**config.mk**
```make
export PLATFORM = sky130hd
export DESIGN_NAME = display_scan_mux
export DESIGN_NICKNAME = d
export VERILOG_FILES = /design/src/rtl/disp_pkg.sv /design/src/rtl/scan_timer.sv /design/src/rtl/display_scan_mux.sv
export SDC_FILE = /design/constraint.sdc
export NUM_CORES = 1
export LEC_CHECK = 0
export BUFFER_PORTS_ARGS = -buffer_cell sky130_fd_sc_hd__buf_2
export CAP_MARGIN = 20
export CORE_MARGIN = 4
export CORE_UTILIZATION = 50
export DETAILED_ROUTE_END_ITERATION = 7
export HOLD_SLACK_MARGIN = 0.1
export PLACE_DENSITY = 0.81
export SLEW_MARGIN = 20
export SYNTH_ARGS = -nofsm -noshare
export SYNTH_HDL_FRONTEND = slang
export SYNTH_SLANG_ARGS = --single-unit
```
**constraint.sdc**
```tcl
create_clock -name CLK_100MHZ -period 3.58 [get_ports CLK_100MHZ]
set_clock_uncertainty 0.2 [all_clocks]
set_input_delay 0 -clock CLK_100MHZ [delete_from_list [all_inputs] [get_ports CLK_100MHZ]]
set_output_delay 0 -clock CLK_100MHZ [all_outputs]
set_load 0.005 [all_outputs]
```
**src/rtl/disp_pkg.sv**
```systemverilog
// Shared seven-segment definitions: segment bit positions, hex glyph table
// and the nibble decoder used by display_scan_mux.
package disp_pkg;

  localparam int SEG_A = 0;
  localparam int SEG_B = 1;
  localparam int SEG_C = 2;
  localparam int SEG_D = 3;
  localparam int SEG_E = 4;
  localparam int SEG_F = 5;
  localparam int SEG_G = 6;

  // Glyphs as {g,f,e,d,c,b,a}, active-high; polarity is applied at the pins.
  localparam logic [6:0] SEG_LUT [16] = '{
    7'h3F, 7'h06, 7'h5B, 7'h4F, 7'h66, 7'h6D, 7'h7D, 7'h07,
    7'h7F, 7'h6F, 7'h77, 7'h7C, 7'h39, 7'h5E, 7'h79, 7'h71
  };

  function automatic logic [6:0] seg_decode(input logic [3:0] nibble);
    return SEG_LUT[nibble];
  endfunction

endpackage

```
**src/rtl/scan_timer.sv**
```systemverilog
// Slot/digit scan counters: slot_cnt runs 0..SCAN_DIV-1, idx advances on each
// slot wrap and runs 0..NUM_DIGITS-1.
module scan_timer #(
  parameter int NUM_DIGITS = 8,
  parameter int SCAN_DIV   = 100000,
  localparam int SW = $clog2(SCAN_DIV),
  localparam int IW = (NUM_DIGITS > 1) ? $clog2(NUM_DIGITS) : 1
) (
  input  logic          clk_i,
  input  logic          rst_i,
  output logic [SW-1:0] slot_cnt_o,
  output logic [IW-1:0] idx_o,
  output logic          slot_end_o,
  output logic          frame_end_o
);

  logic [SW-1:0] slot_cnt_q, slot_cnt_d;
  logic [IW-1:0] idx_q, idx_d;

  always_comb begin
    slot_end_o  = (slot_cnt_q == SW'(SCAN_DIV - 1));
    frame_end_o = slot_end_o && (idx_q == IW'(NUM_DIGITS - 1));
    slot_cnt_d  = slot_end_o ? '0 : slot_cnt_q + 1'b1;
    idx_d       = idx_q;
    if (slot_end_o) begin
      idx_d = frame_end_o ? '0 : idx_q + 1'b1;
    end
  end

  always_ff @(posedge clk_i or posedge rst_i) begin
    if (rst_i) begin
      slot_cnt_q <= '0;
      idx_q      <= '0;
    end else begin
      slot_cnt_q <= slot_cnt_d;
      idx_q      <= idx_d;
    end
  end

  assign slot_cnt_o = slot_cnt_q;
  assign idx_o      = idx_q;

endmodule

```
**src/rtl/display_scan_mux.sv**
```systemverilog
// Multiplexed seven-segment driver with guard interval and frame-coherent
// input shadows. Optional `DISP_BRIGHT_EN adds a 4-bit BRIGHT on-time control.
module display_scan_mux
  import disp_pkg::*;
#(
  parameter int NUM_DIGITS = 8,
  parameter int SCAN_DIV   = 100000,
  parameter int GUARD      = 1000,
  parameter int ACTIVE_LOW = 1
) (
  input  logic                    CLK_100MHZ,
  input  logic                    RST,
  input  logic [4*NUM_DIGITS-1:0] DIGITS,
  input  logic [NUM_DIGITS-1:0]   DP,
  input  logic [NUM_DIGITS-1:0]   DIG_EN,
`ifdef DISP_BRIGHT_EN
  input  logic [3:0]              BRIGHT,
`endif
  output logic [NUM_DIGITS-1:0]   AN,
  output logic [6:0]              SEG,
  output logic                    DP_OUT,
  output logic                    FRAME
);

  localparam int  SW  = $clog2(SCAN_DIV);
  localparam int  IW  = (NUM_DIGITS > 1) ? $clog2(NUM_DIGITS) : 1;
  localparam bit  INV = (ACTIVE_LOW != 0);
  localparam logic [NUM_DIGITS-1:0] AN_OFF  = INV ? '1 : '0;
  localparam logic [6:0]            SEG_OFF = INV ? 7'h7F : 7'h00;
  localparam logic                  DP_OFF  = INV;

  logic [SW-1:0] slot_cnt;
  logic [IW-1:0] idx;
  logic          slot_end, frame_end;

  scan_timer #(.NUM_DIGITS(NUM_DIGITS), .SCAN_DIV(SCAN_DIV)) u_timer (
    .clk_i       (CLK_100MHZ),
    .rst_i       (RST),
    .slot_cnt_o  (slot_cnt),
    .idx_o       (idx),
    .slot_end_o  (slot_end),
    .frame_end_o (frame_end)
  );

  logic                    init_q;
  logic [4*NUM_DIGITS-1:0] sh_digits_q;
  logic [NUM_DIGITS-1:0]   sh_dp_q, sh_en_q;
  logic                    frame_q;
  logic [NUM_DIGITS-1:0]   an_q, an_d;
  logic [6:0]              seg_q, seg_d;
  logic                    dp_q, dp_d;
  logic                    capture;
  logic                    lit;
  logic [4*NUM_DIGITS-1:0] nib_shift;
  logic                    unused_slot_end;

  assign unused_slot_end = slot_end;

`ifdef DISP_BRIGHT_EN
  logic [3:0] bright_q;
  int         thr [16];

  // On-time thresholds per BRIGHT code; 64-bit product avoids overflow.
  for (genvar b = 0; b < 16; b++) begin : g_thr
    assign thr[b] = int'((longint'(SCAN_DIV - GUARD) * longint'(b + 1)) >>> 4);
  end
`endif

  // The reset flag forces one capture on the first edge after release.
  assign capture = init_q | frame_end;

  always_comb begin
    nib_shift = sh_digits_q >> {idx, 2'b00};
    lit       = (int'(slot_cnt) >= GUARD) && sh_en_q[idx];
`ifdef DISP_BRIGHT_EN
    lit       = lit && ((int'(slot_cnt) - GUARD) < thr[bright_q]);
`endif
    an_d  = lit ? (NUM_DIGITS'(1) << idx) : '0;
    seg_d = lit ? seg_decode(nib_shift[3:0]) : 7'h00;
    dp_d  = lit & sh_dp_q[idx];
    if (INV) begin
      an_d  = ~an_d;
      seg_d = ~seg_d;
      dp_d  = ~dp_d;
    end
  end

  always_ff @(posedge CLK_100MHZ or posedge RST) begin
    if (RST) begin
      init_q      <= 1'b1;
      sh_digits_q <= '0;
      sh_dp_q     <= '0;
      sh_en_q     <= '0;
`ifdef DISP_BRIGHT_EN
      bright_q    <= '0;
`endif
      frame_q     <= 1'b0;
      an_q        <= AN_OFF;
      seg_q       <= SEG_OFF;
      dp_q        <= DP_OFF;
    end else begin
      init_q  <= 1'b0;
      frame_q <= capture;
      if (capture) begin
        sh_digits_q <= DIGITS;
        sh_dp_q     <= DP;
        sh_en_q     <= DIG_EN;
`ifdef DISP_BRIGHT_EN
        bright_q    <= BRIGHT;
`endif
      end
      an_q  <= an_d;
      seg_q <= seg_d;
      dp_q  <= dp_d;
    end
  end

  assign AN     = an_q;
  assign SEG    = seg_q;
  assign DP_OUT = dp_q;
  assign FRAME  = frame_q;

endmodule

```
==> metrics <==
outcome=finished, final reports clean; final worst setup slack=0.8293 ns; Core ar.=7848 µm²; Logic pwr share=12.0%; clk_lat worst skew=0.36 ns; share of Yosys cell area claimed by the top area cell type=42.25%; Rows=32; RR Startpoint=u_timer.idx_o[1]; Initial Util=52.07%; fin crit share=76.83%; area post-placement=4481 µm²; simple-gate portion of the synthesized area=8.604%; CTS tree=done; Antenna Nets Post-Route=0; Async SR Flop Fraction=100.0%; Post-synth EDFFs=0; xor and xnor area share after synthesis=3.001%; Power Dens Cells=396.0 nW/µm²; RSZ-0062 raised after global routing=no; met3 wire len=358 µm; worst min path class=input pin to asynchronous set/reset pin; post-synthesis compound-gate area fraction=3.276%; DR WL met2=4165 µm; synth warn=0; Post-Place Cells=451; DR top layer=met4; Worst Hold Slack=0.1076 ns; CTS Buffer Depth=2; Crit. End Element=register; Period minus WS final=2.751 ns; R2R depth=8; Pleak=2.287 nW; vias in the first global route=2876; Slew headroom=31.27%; largest cells by area after synthesis=dfrtp_1 (42%), mux2_2 (11%), dfstp_2 (11%), mux4_1 (6.4%), ha_1 (4.3%); CP Max Fanout=11; Tot GR Track Use=18.59%; dpl hpwl=5040 µm; gr ovfl total=0; Die X=98.41 µm; wire per inst=16.27 µm; Seq/Total Area, Yosys=53.18%; Post-Layout Cell Count=519; clock sinks=86; vias per cell=5.173; post-synthesis cell count=292; Worst Max-Slew Pin Slew=1.031 ns; RePlAce Congestion=0.8063; Area growth syn-to-layout=27.28%; initial antenna violation count=2; Port Buffers=66; mux cell area share after synthesis=23.85%; internal power=1.573 mW; Post-Syn Area=4086 µm²; cts bufs inserted=9; cell with the most instances after synthesis=dfrtp_1; H-Tree Depth=3; layout cells sized above 1=39.86%; required time of the critical path=3.62 ns; global-route wire length before repair=14010 µm; Reg power frac=51.3%; power after layout=2.060 mW; final wirelength=8446 µm; CP Class=register to register; Yosys cell types=42; post-synthesis register bit count=86; # setup viols final=0; pin count of the biggest net entering global routing=62; largest family of logic cells by synthesized area=multiplexers; IO Pins=67; fin. max-slew vios=0; Sw Ratio=23.63%; DRC=0; Placement Setup Slack=0.8519 ns; Final nets=473; R2R Setup Slk=0.83 ns; Psw=0.4868 mW; Die H=98.41 µm; syn avg cell area=13.99 µm²; clock-pin slew on the worst setup and hold paths=0.09 ns; top_reg_cell synth=dfrtp_1; startpoint types=register; Reg2Reg Capture Point=SEG[0]; initial drt markers=140; FMAX=0.3635 GHz; Vias=2685; root buffer cell=clkbuf_8; Worst EP arrival=2.79 ns; Final Hold Vio Count=0; Detailed Routing Iterations Pass 1=4; top post-synthesis cells by count=dfrtp_1 (69), mux2_2 (41), nand2_1 (19), dfstp_2 (17), nand3_1 (15); die footprint=9684 µm²; Worst IR Drop VDD=0.2525 mV; setup TNS=0 ns; clock power share=36.8%; Max-Cap Viols=0; Final Core Density=66.28%; Synth Area in Adders=4.287%; area leader, netlist=dfrtp_1; syn nets=356; wl on met1=3645 µm; Post-Layout Inst Area=5201 µm²
==> routing by layer <==
layer / up-vias / GRT usage [%]
met4: 0 / 10.08
met2: 69 / 29.43
met5: - / 0
li1: 1270 / -
met1: 1327 / 23.64
met3: 19 / 4.429
==> logic make-up after synthesis <==
family | count (synthesis)
buffers and inverters | 25
AND/OR/NAND/NOR | 66
adder cells (fa/ha/maj) | 14
XOR/XNOR | 14
other | 1
AO/OA/AOI/OAI | 18
multiplexers | 68
flip-flops | 86
==> sequential cells by signal, indices dropped and copies added (netlist names) <==
signal	flops
sh_dp_q	8
FRAME	1
SEG	7
sh_digits_q	32
DP_OUT	1
AN	8
sh_en_q	8
u_timer.idx_o	3
u_timer.slot_cnt_o	17
init_q	1
==> worst max-delay path, stage by stage (launching register included) <==
cell and delay, ns:
dfrtp_1 0.63, mux4_1 0.60, nand2_1 0.07, and2_1 0.23, inv_1 0.12, ha_1 0.24, or3b_1 0.37, o21ai_0 0.08
o21ai_0 0.10
==> power by group through the flow <==
stage                     registers, mW  clock network [mW]  logic, mW
final                              1.06               0.757      0.246
after global placement             1.07                   0      0.196
after global routing               1.06               0.814      0.272
after CTS                          1.06               0.770      0.244
after floorplan                    1.06                   0      0.151
after detailed placement           1.07                   0      0.203
==> placed cells by master, fill, tap and decap left out, types with 2 or more instances in the layout <==
| cell | instances |
|---|---|
| nor2b_1 | 3 |
| and2_1 | 2 |
| buf_4 | 5 |
| mux4_1 | 10 |
| xnor2_1 | 9 |
| clkbuf_8 | 9 |
| nand4_1 | 3 |
| dfstp_2 | 17 |
| ha_1 | 14 |
| nor2_1 | 11 |
| o21ai_0 | 7 |
| buf_2 | 66 |
| and4_1 | 3 |
| mux2_2 | 41 |
| mux2i_1 | 4 |
| inv_1 | 9 |
| dlygate4sd3_1 | 49 |
| mux2_4 | 11 |
| diode_2 | 3 |
| a21oi_1 | 2 |
| dfrtp_1 | 69 |
| nand3_1 | 15 |
| xor2_1 | 5 |
| nor3_1 | 2 |
| o211ai_1 | 3 |
| mux4_2 | 2 |
| clkinvlp_4 | 2 |
| o221ai_1 | 2 |
| nand2_1 | 19 |
| bufinv_16 | 2 |
==> worst max-delay path by stage <==
stage | depth (start not counted) | end | start | slack, ns
2_1_floorplan | 10 | SEG[0] | u_timer.idx_o[0] | 1.06
3_3_place_gp | 8 | SEG[0] | u_timer.idx_o[1] | 0.93
3_5_place_dp | 8 | SEG[0] | u_timer.idx_o[2] | 0.85
4_1_cts | 8 | SEG[0] | u_timer.idx_o[2] | 0.83
5_1_grt | 8 | SEG[0] | u_timer.idx_o[1] | 0.68
6_report | 8 | SEG[0] | u_timer.idx_o[1] | 0.83
==> what timing repair did <==
| item | 4_1_cts | 5_1_grt |
|---|---|---|
| gates resized for setup | 0 | 0 |
| hold buffers | 49 | 0 |
| endpoints found under the hold margin | 91 | 0 |
| setup buffers | 0 | 0 |
==> area by class of cell <==
| type | instances | area [µm²] |
|---|---|---|
| fillers | 563 | 2646 |
| flip-flops and latches | 86 | 2173 |
| multi-input cells | 181 | 1769 |
| repair buffers | 120 | 858.3 |
| well taps | 102 | 127.6 |
| clock buffers | 9 | 123.9 |
| clock inverters | 7 | 97.59 |
| inverters | 11 | 43.79 |
| diodes | 3 | 7.507 |
Note: power is estimated with default switching activity, not from simulation.
